`src/rtl/tdm_pkg.sv`:
```
// rtl/tdm_pkg.sv - shared types and helpers for the tdm_mux link multiplexer
package tdm_pkg;

  localparam int NCH_DEF   = 8;
  localparam int SEL_W_DEF = 3;

  typedef enum logic {
    EMPTY = 1'b0,
    FULL  = 1'b1
  } state_t;

  typedef logic [SEL_W_DEF-1:0] ch_idx_t;

  function automatic int idx_inc(input int p, input int n);
    return (p + 1) % n;
  endfunction

endpackage

```
`src/rtl/rr_arbiter.sv`:
```
// rtl/rr_arbiter.sv - rotating-priority arbiter, scans from i_ptr upward mod NCH
module rr_arbiter #(
  parameter int NCH   = 8,
  parameter int SEL_W = 3
) (
  input  logic [NCH-1:0]   i_req,
  input  logic [SEL_W-1:0] i_ptr,
  input  logic             i_en,
  output logic [NCH-1:0]   o_gnt,
  output logic [SEL_W-1:0] o_gnt_idx,
  output logic             o_any
);

  logic [SEL_W-1:0] w_k;

  // NCH is a power of two, so the SEL_W-bit add wraps mod NCH for free.
  always_comb begin
    o_gnt     = '0;
    o_gnt_idx = '0;
    o_any     = 1'b0;
    w_k       = '0;
    for (int i = 0; i < NCH; i++) begin
      w_k = i_ptr + SEL_W'(i);
      if (i_en && !o_any && i_req[w_k]) begin
        o_any     = 1'b1;
        o_gnt[w_k] = 1'b1;
        o_gnt_idx = w_k;
      end
    end
  end

endmodule

```
`src/rtl/tdm_mux.sv`:
```
// rtl/tdm_mux.sv - NCH-to-1 handshaked link mux driving F/S; TDM_MUX_FIXED_SLOT_EN selects strict slot rotation
module tdm_mux
  import tdm_pkg::*;
#(
  parameter int NCH   = NCH_DEF,
  parameter int SEL_W = SEL_W_DEF,
  parameter int W     = 1
) (
  input  logic             clk,
  input  logic             rst,
  input  logic [NCH-1:0]   I_valid,
  input  logic [NCH*W-1:0] I_data,
  output logic [NCH-1:0]   I_ready,
  output logic [W-1:0]     F,
  output logic [SEL_W-1:0] S,
  output logic             O_valid,
  input  logic             O_ready
);

  state_t           r_state;
  logic [W-1:0]     r_f;
  logic [SEL_W-1:0] r_s;
  logic             w_can_load;
  logic [NCH-1:0]   w_req;
  logic [SEL_W-1:0] w_ptr;
  logic [NCH-1:0]   w_gnt;
  logic [SEL_W-1:0] w_gnt_idx;
  logic             w_any;

  assign w_can_load = (r_state == EMPTY) | (O_valid & O_ready);

`ifdef TDM_MUX_FIXED_SLOT_EN
  logic [SEL_W-1:0] r_slot;
  // Only the current slot may win; the arbiter degenerates to a single-bit check.
  assign w_req = I_valid & (NCH'(1) << r_slot);
  assign w_ptr = r_slot;
`else
  logic [SEL_W-1:0] r_ptr;
  assign w_req = I_valid;
  assign w_ptr = r_ptr;
`endif

  rr_arbiter #(
    .NCH   (NCH),
    .SEL_W (SEL_W)
  ) u_arb (
    .i_req     (w_req),
    .i_ptr     (w_ptr),
    .i_en      (w_can_load & ~rst),
    .o_gnt     (w_gnt),
    .o_gnt_idx (w_gnt_idx),
    .o_any     (w_any)
  );

  assign I_ready = w_gnt;
  assign F       = r_f;
  assign S       = r_s;
  assign O_valid = (r_state == FULL);

  always_ff @(posedge clk) begin
    if (rst) begin
      r_state <= EMPTY;
      r_f     <= '0;
      r_s     <= '0;
`ifdef TDM_MUX_FIXED_SLOT_EN
      r_slot  <= '0;
`else
      r_ptr   <= '0;
`endif
    end else if (w_can_load) begin
`ifdef TDM_MUX_FIXED_SLOT_EN
      r_slot <= SEL_W'(idx_inc(int'(r_slot), NCH));
`endif
      if (w_any) begin
        r_state <= FULL;
        r_f     <= I_data[w_gnt_idx*W +: W];
        r_s     <= w_gnt_idx;
`ifndef TDM_MUX_FIXED_SLOT_EN
        r_ptr   <= SEL_W'(idx_inc(int'(w_gnt_idx), NCH));
`endif
      end else begin
        r_state <= EMPTY;
      end
    end
  end

endmodule
```
`config.mk`:
```
export PLATFORM = sky130hd
export DESIGN_NAME = tdm_mux
export DESIGN_NICKNAME = d
export VERILOG_FILES = /design/src/rtl/tdm_pkg.sv /design/src/rtl/rr_arbiter.sv /design/src/rtl/tdm_mux.sv
export SDC_FILE = /design/constraint.sdc
export NUM_CORES = 1
export LEC_CHECK = 0
export CORE_MARGIN = 2
export CORE_UTILIZATION = 30
export DETAILED_ROUTE_END_ITERATION = 6
export DONT_BUFFER_PORTS = 1
export SYNTH_ARGS = -nofsm -noshare
export SYNTH_HDL_FRONTEND = slang
export SYNTH_HIERARCHICAL = 1
export SYNTH_SLANG_ARGS = --single-unit
```
`constraint.sdc`:
```
create_clock -name clk -period 3.8 [get_ports clk]
set_clock_uncertainty 0.05 [all_clocks]
set_input_delay 0.95 -clock clk [delete_from_list [all_inputs] [get_ports clk]]
set_output_delay 0.95 -clock clk [all_outputs]
set_load 0.02 [all_outputs]
```
After elaboration in Yosys (flattened, before gate mapping)
Index checks and enable logic that the tools add are counted.
{ "word_totals": {"in_bits": 19, "reg_bits": 8} }
{ "classes": {"bitwise_logic": 12, "n_mux": 57, "n_lt_le_gt_ge": 16, "add_sub_neg": 8, "n_reduce_logical": 31, "n_shift": 1} }
{ "op_table": {"columns": ["cell", "n"], "rows": [
  ["8-bit two-way mux", 8],
  ["8-bit OR", 7],
  ["3-bit by 4-bit less-than comparator with 1-bit output (second input constant)", 8],
  ["1-bit two-way mux", 25],
  ["1-bit binary-select mux with 3-bit select", 8],
  ["1-bit demux with 3-bit select", 8],
  ["3-bit by 1-bit >= comparator with 1-bit output (second input constant)", 8],
  ["3-bit two-way mux", 8],
  ["1-bit logical AND", 23],
  ["3-bit adder (second input constant)", 4],
  ["8-bit by 4-bit variable part select with 1-bit output", 1],
  ["1-bit zero test", 7],
  ["3-bit by 1-bit adder with 3-bit output (second input constant)", 2],
  ["3-bit by 2-bit adder with 3-bit output (second input constant)", 2],
  ["1-bit AND", 2],
  ["1-bit NOT", 2],
  ["2-bit AND reduction", 1],
  ["1-bit OR", 1]
]} }

Longest topological paths before layout
{ "logic_depth": {"ltp_word": 34, "depth_mapped": 16, "ltp_nobuf": 13} }

Hierarchy
Netlist, hierarchy kept.
{ "by_module_without_submodules": {"columns": ["module", "seq_area_each_um2", "area_per_inst_um2", "cells_per_inst", "instances"], "rows": [
  ["rr_arbiter", 0.0, 1153.6, 139, 1],
  ["tdm_mux", 160.2, 396.6, 43, 1]
]} }

Worst setup path after synthesis
No wires, ideal clock.
{ "synth_path": {"kind": "register to output", "start": "reg r_ptr[2]", "end": "out I_ready[4]", "stages_incl_launch_ff": 12, "t_arrival_ns": 3.080, "t_required_ns": 2.800, "slack_ns": -0.280, "path_cell_list": "dfxtp_1 buf_1 inv_1 ha_1 mux4_2 mux2_2 o21ai_1 a21boi_4 nand3_4 o31ai_4 o21ai_1 mux2i_1"} }
{ "synth_between": {"elab_chain_len": 32} }
{ "synth_lines": {"columns": ["item", "line_no", "source"], "rows": [
  ["from (decl)", "tdm_mux.sv:38", "logic [SEL_W-1:0] r_ptr;"],
  ["from (signal assigned)", "tdm_mux.sv:79", "r_ptr <= SEL_W'(idx_inc(int'(w_gnt_idx), NCH));"],
  ["parallel branches: the longest is 31 deep, another holds 3-bit by 4-bit less-than comparator with 1-bit output", null, null],
  ["8-bit two-way mux (*)", "rr_arbiter.sv:24", "if (i_en && !o_any && i_req[w_k]) begin"],
  ["to (decl)", "tdm_mux.sv:13", "output logic [NCH-1:0] I_ready,"]
]} }
Mark *: on every way between the ends. The select of a mux whose other input is x is not followed.

Worst setup path in the final report
{ "layout_path": {"start": "in I_valid[6]", "end": "out I_ready[5]"} }
{ "layout_between": {"elab_chain_len": 32} }
{ "layout_lines": {"columns": ["item", "line_no", "source"], "rows": [
  ["from (decl)", "tdm_mux.sv:11", "input logic [NCH-1:0] I_valid,"],
  ["1-bit binary-select mux with 3-bit select", "rr_arbiter.sv:24", null],
  ["1-bit two-way mux (not written as such)", "rr_arbiter.sv:24", null],
  ["1-bit logical AND", "rr_arbiter.sv:24", null],
  ["1-bit two-way mux", "rr_arbiter.sv:24", null],
  ["1-bit zero test", "rr_arbiter.sv:24", null],
  ["1-bit logical AND (2 in a row)", "rr_arbiter.sv:24", null],
  ["1-bit two-way mux", "rr_arbiter.sv:24", null],
  ["1-bit zero test", "rr_arbiter.sv:24", null],
  ["[... 12 more ...]", null, null],
  ["1-bit logical AND (2 in a row)", "rr_arbiter.sv:24", null],
  ["1-bit two-way mux", "rr_arbiter.sv:24", null],
  ["1-bit zero test", "rr_arbiter.sv:24", null],
  ["1-bit logical AND (2 in a row)", "rr_arbiter.sv:24", null],
  ["1-bit two-way mux", "rr_arbiter.sv:24", null],
  ["1-bit zero test", "rr_arbiter.sv:24", null],
  ["1-bit logical AND (2 in a row)", "rr_arbiter.sv:24", null],
  ["8-bit two-way mux (*)", "rr_arbiter.sv:24", null]
]} }
Mark *: on every way between the ends. The rest lies on a longest branch, timed or not. The select of a mux whose other input is x is not followed.

==> impl_results.md <==
* Status: complete, but fails checks
* Failing checks: setup timing
* Mux cell area share after synthesis at 30.3%
* Critical R2R Launch: r_ptr[1]
* Leakage power at 0.000868 uW
* Synth top area share at 16.0%
* Antenna violations before repair at 0
* Register share of total power at 6.8%
* Largest net degree at the start of global routing at 15
* Mean Syn Cell Area at 8.52 um^2
* Non-filler cells in the finished layout at 298
* Hold WS at 0.523 ns
* TNS Setup at -1.32 ns
* Max-slew violations at 0
* Drt total wl at 4.88 mm
* Crit-path slowest cell: mux4_2
* CTS tree: done
* GPL Wtd Cong at 0.892
* Worst R2R End: F
* Vias in the first global route at 1496
* Footprint of the multi-input gates at 1470 um^2
* Synth Area in XOR/XNOR at 2.26%
* First-pass GRT wire length at 7.33 mm
* Die W at 75.9 um
* FMAX at 252 MHz
* Layout area overhead at 41.8%
* Design Area, Final at 2200 um^2
* Drt pass-1 iters at 5
* Setup Viol. Count Final at 9
* Placed insts at 287
* Remaining global-route overflow at 0
* DR vias at 1672
* Net switching power at 1080 uW
* CTS buffer count at 3
* Least-Margin Pin Slew at 0.544 ns
* Port buffer count at 0
* Async SR Flop Fraction at 0%
* Die Y-Extent at 75.9 um
* Synth area leader: mux4_2
* Power Dens Cells at 1020 nW/um^2
* DIE AREA at 5760 um^2
* Internal at 1160 uW
* Final hold vios at 0
* CP cell instances: mux4_2 -> or2_1 -> a32o_2 -> a21boi_4 -> nand3_4 -> nor2_4 -> a21boi_1 -> mux2i_4
* Post-synth net total at 208
* Type of the worst min-delay path: reg2reg
* Core area at 5040 um^2
* Clock power frac at 4.7%
* Setup crit end: I_ready[5]
* Setup ws final at -0.169 ns
* Nets at 256
* FP Rows at 26
* Critical Path Sink Type: output port
* Post-Synth Simple-Gate Area at 20.2%
* CTS HTree Levels at 1
* Max-Cap Viols at 0
* Largest family of logic cells by synthesized area: multiplexers
* Synth unique cells at 50
* Skew-Pair Late Insertion Delay at 0.23 ns
* Tcrit/Tclk final at 104%
* Wire per inst at 16.4 um
* All-Layer GR Usage at 16.6%
* YS warnings at 6
* Ys flop type: dfxtp_1
* FF-to-FF path depth at 15
* #FFs+latches synth at 8
* Clock-pin slew on the worst setup and hold paths at 0.05 ns
* Mapped Cells at 182
* Dpl hpwl at 3.75 mm
* Largest cells by area after synthesis: mux4_2 (16%), dfxtp_1 (10%), mux2i_1 (9.7%)
* Critical path origin: I_valid[6]
* Reg area at 160 um^2
* CP arrival at 2.97 ns
* Placed cell area at 2010 um^2
* Worst Path Required at 2.80 ns
* Peak VDD IR at 351 uV
* Switching Fraction at 48.3%
* Slew margin rel. at 63.2%
* Share of power burned in combinational logic at 88.4%
* Antenna cells at 0
* Most instantiated cells after synthesis: mux2i_1 (15), nand2_1 (15), a21oi_1 (13), o21ai_0 (13), nand3_1 (12)
* DRT iter0 DRCs at 119
* Layout cells sized above 1 at 49.6%
* Via density per instance at 5.61
* Tmin final at 3.97 ns
* Initial Utilization at 30.7%
* Largest delay share family, worst path: multiplexers
* Number of synthesized flops with an enable pin at 0
* Adder-cell area share of the yosys netlist at 5.65%
* CP Depth at 8
* Clock sink count at 8
* Fillers at 488
* RSZ-0062 raised after global routing: yes
* Synthesized area at 1550 um^2
* Top Ports at 32
* FF-to-FF setup slack at -0.04 ns
* Sequential fraction of the synthesis area at 10.3%
* Min-delay src: S[2]
* Crit Path Class: in2out
* Drt drc at 0
* Total power at 2240 uW
* Max incr delay on CP at 0.47 ns
* Synth Area in Compound Gates at 25.2%
* Worst-case clock buffer depth at 2
* Clock Root Buffer: clkbuf_8
* Startpoint Class: primary input
* Peak fanout along the critical path at 5
* Worst path bufs/invs at 0
* Final ANT Viol Nets at 0
-- cells in the final DEF (no fill, tap or decap), types with 5 or more instances in the layout --
| cell | instances |
|---|---|
| nand3_1 | 9 |
| mux4_2 | 11 |
| mux2i_1 | 7 |
| nand2_1 | 14 |
| nor2_1 | 6 |
| dfxtp_1 | 8 |
| inv_1 | 5 |
| ha_1 | 5 |
| o21ai_0 | 10 |
| buf_4 | 53 |
| mux2_2 | 5 |
| nand2b_1 | 5 |
| a21oi_1 | 10 |
-- power groups by stage --
stage,clock network [uW],registers (uW),logic [uW]
final,106,153,1980
after global routing,109,157,2140
after CTS,109,154,1830
after detailed placement,0,155,1760
after global placement,0,154,1740
after floorplan,0,158,1240
-- routing by layer --
layer	up-vias	track usage [%]	part of all wire [%]
met3	8	2.65	7.6
met5	-	0	0
met4	0	2.92	1.4
met1	796	24.3	43
met2	69	26.0	48
li1	799	-	-
-- how the worst min path moves through the flow --
stage	end	slack [ns]	depth (start not counted)
2_1_floorplan	r_ptr[0]	0.43	2
3_3_place_gp	S[2]	0.51	2
3_5_place_dp	S[2]	0.52	2
4_1_cts	S[2]	0.53	2
5_1_grt	S[1]	0.57	2
6_report	S[2]	0.52	2
-- registers in the layout (all words and copies together), names as in the netlist --
signal / cells
S: 3
r_ptr: 3
F: 1
O_valid: 1
-- cell type report --
class	instances	share of cell area [%]
multi-input cells	156	66.7
clock buffers	3	1.88
well taps	70	3.98
flip-flops and latches	8	7.29
repair buffers	55	19.1
inverters	6	1.02
-- through the flow --
step,utilization (%),setup WS (ns)
after CTS,41.7,-0.161
after detailed placement,39.8,-0.222
after global routing,43.6,-0.266
final,43.6,-0.169
after floorplan,-,-0.0825
after global placement,39.8,-0.194
-- what timing repair did --
action | 4_1_cts | 5_1_grt
resized for setup | 8 | 16
setup endpoints to repair | 8 | 9
pin swaps | 1 | 6
buffers inserted | 3 | 5
hold buffers | 0 | 0
endpoints found under the hold margin | 0 | 0
-- cell families (layout without fill, tap and decap cells) --
kind of cell,Yosys count,after routing
flip-flops,8,8
AND/OR/NAND/NOR,58,58
AO/OA/AOI/OAI,55,55
buffers and inverters,18,64
multiplexers,32,32
XOR/XNOR,4,4
adder cells (fa/ha/maj),7,7
-- worst reg2reg max path, stage by stage, from the launching register on --
cell      delay [ns]
dfxtp_1         0.32
inv_1           0.11
ha_2            0.40
mux4_2          0.30
mux2_2          0.31
o21ai_2         0.16
a21boi_4        0.27
buf_4           0.16
buf_4           0.11
buf_4           0.10
nor3b_4         0.22
nand3_2         0.12
buf_4           0.16
a21oi_2         0.19
mux4_2          0.54
a311oi_2        0.22
Power figures use the tool's default switching activity.
